==> src/rtl/output_fifo_buffer_pkg.sv <==
// Shared defaults and helpers for the router output FIFO buffer.
// The counter-operation encoding is shared by the pointer controller.
package output_fifo_buffer_pkg;

  localparam int DEF_DATA_WIDTH = 32;
  localparam int BUFFER_DEPTH   = 4;

  typedef enum logic [1:0] {
    CNT_HOLD = 2'd0,
    CNT_INC  = 2'd1,
    CNT_DEC  = 2'd2
  } cnt_op_e;

  // Simultaneous push and pop leave the occupancy unchanged.
  function automatic cnt_op_e cnt_op(input logic push, input logic pop);
    cnt_op_e op;
    case ({push, pop})
      2'b10:   op = CNT_INC;
      2'b01:   op = CNT_DEC;
      default: op = CNT_HOLD;
    endcase
    return op;
  endfunction

endpackage

==> src/rtl/output_fifo_buffer_fifo_ptr_ctrl.sv <==
// Pointer, occupancy and status control for the output FIFO.
// All status flags are registered from the next-state count.
module fifo_ptr_ctrl
  import output_fifo_buffer_pkg::*;
#(
  parameter int DEPTH    = BUFFER_DEPTH,
  parameter int AF_LEVEL = DEPTH - 1,
  parameter int PTR_W    = $clog2(DEPTH)
) (
  input  logic             clk,
  input  logic             rst,
  input  logic             enable_i,
  input  logic             ready_i,
  output logic [PTR_W-1:0] wr_ptr_o,
  output logic [PTR_W-1:0] rd_ptr_o,
  output logic             push_o,
  output logic             valid_o,
  output logic             full_o,
  output logic             almost_full_o,
  output logic [PTR_W:0]   count_o,
  output logic             overflow_o
);

  localparam int CNT_W = PTR_W + 1;
  localparam logic [CNT_W-1:0] DEPTH_C = CNT_W'(DEPTH);
  localparam logic [CNT_W-1:0] AF_C    = CNT_W'(AF_LEVEL);

  logic [PTR_W-1:0] wr_ptr_q, wr_ptr_d;
  logic [PTR_W-1:0] rd_ptr_q, rd_ptr_d;
  logic [CNT_W-1:0] count_q, count_d;
  logic             valid_q, valid_d;
  logic             full_q, full_d;
  logic             af_q, af_d;
  logic             overflow_q, overflow_d;
  logic             push, pop;

  // Next-state logic: a pop in the same cycle frees a slot for a write into a full FIFO.
  always_comb begin
    pop  = valid_q & ready_i;
    push = enable_i & (~full_q | pop);

    if (push) begin
      wr_ptr_d = wr_ptr_q + PTR_W'(1);
    end else begin
      wr_ptr_d = wr_ptr_q;
    end

    if (pop) begin
      rd_ptr_d = rd_ptr_q + PTR_W'(1);
    end else begin
      rd_ptr_d = rd_ptr_q;
    end

    case (cnt_op(push, pop))
      CNT_INC: count_d = count_q + CNT_W'(1);
      CNT_DEC: count_d = count_q - CNT_W'(1);
      default: count_d = count_q;
    endcase

    valid_d    = (count_d != '0);
    full_d     = (count_d == DEPTH_C);
    af_d       = (count_d >= AF_C);
    overflow_d = overflow_q | (enable_i & full_q & ~pop);
  end

  // State registers; reset discards every in-flight flit.
  always_ff @(posedge clk) begin
    if (rst) begin
      wr_ptr_q   <= '0;
      rd_ptr_q   <= '0;
      count_q    <= '0;
      valid_q    <= 1'b0;
      full_q     <= 1'b0;
      af_q       <= 1'b0;
      overflow_q <= 1'b0;
    end else begin
      wr_ptr_q   <= wr_ptr_d;
      rd_ptr_q   <= rd_ptr_d;
      count_q    <= count_d;
      valid_q    <= valid_d;
      full_q     <= full_d;
      af_q       <= af_d;
      overflow_q <= overflow_d;
    end
  end

  assign wr_ptr_o      = wr_ptr_q;
  assign rd_ptr_o      = rd_ptr_q;
  assign push_o        = push;
  assign valid_o       = valid_q;
  assign full_o        = full_q;
  assign almost_full_o = af_q;
  assign count_o       = count_q;
  assign overflow_o    = overflow_q;

endmodule

==> src/rtl/output_fifo_buffer.sv <==
// First-word-fall-through output buffer between crossbar and outgoing link.
// Holds the storage array and head mux; control lives in fifo_ptr_ctrl.
module output_fifo_buffer
  import output_fifo_buffer_pkg::*;
#(
  parameter int DATA_WIDTH = DEF_DATA_WIDTH,
  parameter int DEPTH      = BUFFER_DEPTH,
  parameter int AF_LEVEL   = DEPTH - 1,
  parameter int PTR_W      = $clog2(DEPTH)
) (
  input  logic                  clk,
  input  logic                  rst,
  input  logic                  enable,
  input  logic [DATA_WIDTH-1:0] data_in,
  input  logic                  ready_in,
  output logic [DATA_WIDTH-1:0] data_out,
  output logic                  valid,
  output logic                  full,
  output logic                  almost_full,
  output logic [PTR_W:0]        count,
  output logic                  overflow
);

  logic [DATA_WIDTH-1:0] mem_q [DEPTH];
  logic [PTR_W-1:0]      wr_ptr, rd_ptr;
  logic                  push;

  fifo_ptr_ctrl #(
    .DEPTH    (DEPTH),
    .AF_LEVEL (AF_LEVEL),
    .PTR_W    (PTR_W)
  ) u_ctrl (
    .clk           (clk),
    .rst           (rst),
    .enable_i      (enable),
    .ready_i       (ready_in),
    .wr_ptr_o      (wr_ptr),
    .rd_ptr_o      (rd_ptr),
    .push_o        (push),
    .valid_o       (valid),
    .full_o        (full),
    .almost_full_o (almost_full),
    .count_o       (count),
    .overflow_o    (overflow)
  );

  // Storage is left unreset so it can map onto distributed RAM.
  always_ff @(posedge clk) begin
    if (push) begin
      mem_q[wr_ptr] <= data_in;
    end
  end

  // Head flit is forced to zero whenever nothing valid is held.
  always_comb begin
    if (valid) begin
      data_out = mem_q[rd_ptr];
    end else begin
      data_out = '0;
    end
  end

endmodule
==> config.mk <==
export PLATFORM = sky130hd
export DESIGN_NAME = output_fifo_buffer
export DESIGN_NICKNAME = d
export VERILOG_FILES = /design/src/rtl/output_fifo_buffer_pkg.sv /design/src/rtl/output_fifo_buffer_fifo_ptr_ctrl.sv /design/src/rtl/output_fifo_buffer.sv
export SDC_FILE = /design/constraint.sdc
export NUM_CORES = 1
export LEC_CHECK = 0
export ABC_AREA = 0
export BUFFER_PORTS_ARGS = -buffer_cell sky130_fd_sc_hd__buf_2
export CORE_ASPECT_RATIO = 0.7
export CORE_MARGIN = 2
export CORE_UTILIZATION = 57
export CTS_CLUSTER_SIZE = 24
export DETAILED_ROUTE_END_ITERATION = 12
export PLACE_DENSITY = 0.91
export REMOVE_ABC_BUFFERS = 1
export SYNTH_ARGS = -nofsm -noshare
export SYNTH_HDL_FRONTEND = slang
export SYNTH_HIERARCHICAL = 1
export SYNTH_SLANG_ARGS = --single-unit
==> constraint.sdc <==
create_clock -name clk -period 5.15 [get_ports clk]
set_clock_uncertainty 0.1 [all_clocks]
set_input_delay 0.7725 -clock clk [delete_from_list [all_inputs] [get_ports clk]]
set_output_delay 0.7725 -clock clk [all_outputs]
set_load 0.02 [all_outputs]
==> metrics.md <==
| Metric | Value |
|---|---|
| Worst-skew pair later-pin latency | `approximately 0.4 ns` |
| Die Wd | `roughly 120 microns` |
| Endpoints failing setup | `0` |
| RSZ-0062 raised after global routing | `no` |
| F_max | `roughly 320 MHz` |
| Ant diodes | `0` |
| WL met3 | `625 microns` |
| Layout Nets | `417` |
| Clock sink count | `139` |
| Critical path, cell by cell | `mux2i_1, o22ai_1, buf_2` |
| Sum Neg Setup Slack | `0 ns` |
| I/O Buffers | `74` |
| Remaining DRCs | `0` |
| Adder-Cell Fraction of Synth Area | `less than 1%` |
| Total Routed Length | `approximately 9.8 mm` |
| Critical Path RT | `about 4.3 ns` |
| Leakage power | `approximately 2.2 nW` |
| Initial antenna violation count | `1` |
| Hold WS | `around 0.38 ns` |
| Worst Setup Start Kind | `flop` |
| Core ar. | `a little over 0.009 sq mm` |
| Outcome | `finished, final reports clean` |
| Dpl cells | `484` |
| Pwr dens | `~500 mW/mm^2` |
| Max Fanout on Critical Path | `65` |
| Worst Path Buf+Inv | `1` |
| Final Max Tran Viols | `0` |
| Post-CTS Resized | `0` |
| Number of global-route vias before repair | `between 3000 and 4000` |
| XOR/XNOR Fraction of Synth Area | `0.649%` |
| Largest family of logic cells by synthesized area | `multiplexers` |
| CTS Hold Bufs | `0` |
| Count of final hold-check violations | `0` |
| Antenna Violating Nets Remaining | `0` |
| CP max stage delay | `1.09 ns` |
| Sequential element share of the synthesized area | `roughly 75%` |
| Critical path depth in cells | `3` |
| Post-CTS Setup Inserts | `0` |
| Vias per inst | `roughly 5.7` |
| Post-synthesis area per instance | `18.1 sq um` |
| Largest net degree at the start of global routing | `between 60 and 70` |
| Area growth syn-to-layout | `18.9%` |
| Slew HR | `between 20% and 30%` |
| Routed length on met2 | `around 5.0 mm` |
| Detailed Place HPWL | `approximately 5.5 mm` |
| Initial Util | `59.0%` |
| Vert. Die Dim | `85.4 microns` |
| Crit path arrival time | `2.28 ns` |
| VDD IR max | `about 0.00033 V` |
| Synth Register Bits | `about 140` |
| Clock Path Buffers | `2` |
| Cells after synthesis | `a little under 300` |
| Reg2Reg Depth | `9` |
| CP max stage cell | `dfxtp_4` |
| Die Area | `around 0.010 sq mm` |
| Hold Path Depth | `2` |
| Post-Synth Simple-Gate Area | `2.76%` |
| Synth cell types | `33` |
| Cts bufs inserted | `17` |
| First-pass GRT wire length | `~15 mm` |
| Root Driver | `clkbuf_16` |
| H-tree depth | `4` |
| GRT overflow | `0` |
| Tot Pwr | `~0.0033 W` |
| Pre-antenna DRT Iters | `5` |
| Synth Warn # | `6` |
| Top Metal Used | `met5` |
| GR Util All Layers | `roughly a fifth` |
| TritonCTS clock tree | `built` |
| Crit-path leading delay family | `flip-flops` |
| Layout Cells excl Fill | `~520` |
| Mux contribution to synthesized area | `approximately an eighth` |
| Crit path time final | `~3.2 ns` |
| Final Cycle Share | `61.2%` |
| Setup crit end kind | `output port` |
| M1 WL | `roughly 4 mm` |
| Worst-margin pin slew | `1.12 ns` |
| First DRT Iteration DRCs | `231` |
| Worst min path class | `reg2reg` |
| Max Cap Viol | `0` |
| Mapped Area | `between 0.005 and 0.006 sq mm` |
| RePlAce Congestion | `about 0.75` |
| WL per Instance | `19.0 microns` |
| Fraction of layout cells with a size suffix above 1 | `29.8%` |
| Compound-Gate Fraction of Synth Area | `approximately 4.9%` |
| Num ports | `75` |
| Setup CP Type | `reg2out` |
| FP Rows | `29` |
| Vias | `slightly below 3000` |
| Clock-pin slew of the registers on the worst-case setup and hold paths | `about 0.06 ns` |
final cells by class:
type	count	area, sq um
clock buffers	18	429
clock inverters	14	201
fillers	597	2730
inverters	5	18.8
multi-input cells	140	1160
flip-flops and latches	139	4070
well taps	124	155
repair buffers	76	385
metal layers:
metal,vias up,track usage (%)
met4,2,8.25
met5,-,0
li1,1353,-
met1,1451,24.2
met2,104,34.8
met3,16,6.92
synthesized netlist by cell type:
cell type / count / area [sq um]
a211o_1: 1 / 8.76
a211oi_1: 1 / 7.51
a21boi_2: 1 / 11.3
a21o_1: 1 / 7.51
a21oi_1: 2 / 10.0
a21oi_2: 1 / 8.76
a31oi_1: 1 / 6.26
and3_1: 1 / 6.26
and3b_1: 1 / 8.76
buf_12: 3 / 60.1
buf_2: 1 / 5.00
buf_6: 2 / 22.5
buf_8: 3 / 45.0
clkbuf_1: 3 / 11.3
clkbuf_8: 2 / 27.5
dfxtp_1: 11 / 220
edfxtp_1: 128 / 3840
fa_1: 1 / 20.0
ha_1: 1 / 12.5
inv_1: 5 / 18.8
mux2_2: 2 / 22.5
mux2i_1: 64 / 641
nand2_1: 5 / 18.8
nand3_1: 4 / 20.0
nor2_1: 7 / 26.3
nor2b_1: 4 / 25.0
nor3b_1: 2 / 15.0
o21ai_0: 1 / 5.00
o22ai_1: 32 / 200
or2b_4: 1 / 11.3
or3_1: 1 / 6.26
or4_4: 1 / 11.3
xor2_1: 4 / 35.0
state kept, by name, indices dropped and copies added (netlist names):
name,count
mem_q,128
u_ctrl/count_o,3
u_ctrl/rd_ptr_o,2
u_ctrl/wr_ptr_o,2
u_ctrl/almost_full_o,1
u_ctrl/full_o,1
u_ctrl/overflow_o,1
u_ctrl/valid_o,1
kinds of logic after synthesis:
kind of cell | count (synthesis)
AOI/OAI and AO/OA | 41
and+or+nand+nor | 27
adders and majority gates | 2
buffers and inverters | 19
muxes | 66
xor gates and xnor gates | 4
DFF | 139
cells in the final DEF, fill, tap and decap left out, drive strengths merged:
cell	count
dfxtp	11
buf	76
clkinv	6
a21o	1
o21ai	1
and3	1
clkbuf	18
nor2b	4
inv	5
fa	1
nand2	5
a21oi	3
clkinvlp	3
nor3b	2
a31oi	1
bufinv	5
or2b	1
and3b	1
or3	1
or4	1
nor2	7
edfxtp	128
mux2	2
nand3	4
mux2i	64
a211o	1
a21boi	1
o22ai	32
a211oi	1
ha	1
xor2	4
stage by stage:
step / utilization [%] / setup WS [ns] / cell area, sq um
finish: 70.2 / 2.00 / 6420
floorplan: - / 1.03 / 5230
CTS: 70.2 / 2.00 / 6420
detailed placement: 63.3 / 2.35 / 5790
global placement: 63.3 / 2.44 / 5790
global route: 70.2 / 1.91 / 6420
path summary, 6_finish.rpt:
kind / startpoint / endpoint / slack (ns)
setup reg to reg: u_ctrl/valid_o$_SDFF_PP0_ / u_ctrl/valid_o$_SDFF_PP0_ / 2.74
hold / removal: u_ctrl/overflow_o$_SDFF_PP0_ / u_ctrl/overflow_o$_SDFF_PP0_ / 0.38
setup / recovery: u_ctrl/rd_ptr_o[1]$_SDFFE_PP0P_ / data_out[26] / 2.00
hold reg to reg: u_ctrl/overflow_o$_SDFF_PP0_ / u_ctrl/overflow_o$_SDFF_PP0_ / 0.38
tightest hold or removal path, stage by stage (launching register included):
cell and delay, ns:
dfxtp_1 0.32, a31oi_1 0.04, nor2_1 0.08
where the power goes:
group / switching (W) / internal, W
combinational: 0.000404 / 0.000216
clock: 0.000428 / 0.000851
sequential: 0.0000627 / 0.00133
total: 0.000895 / 0.00240
(Power assumes the default switching activity.)
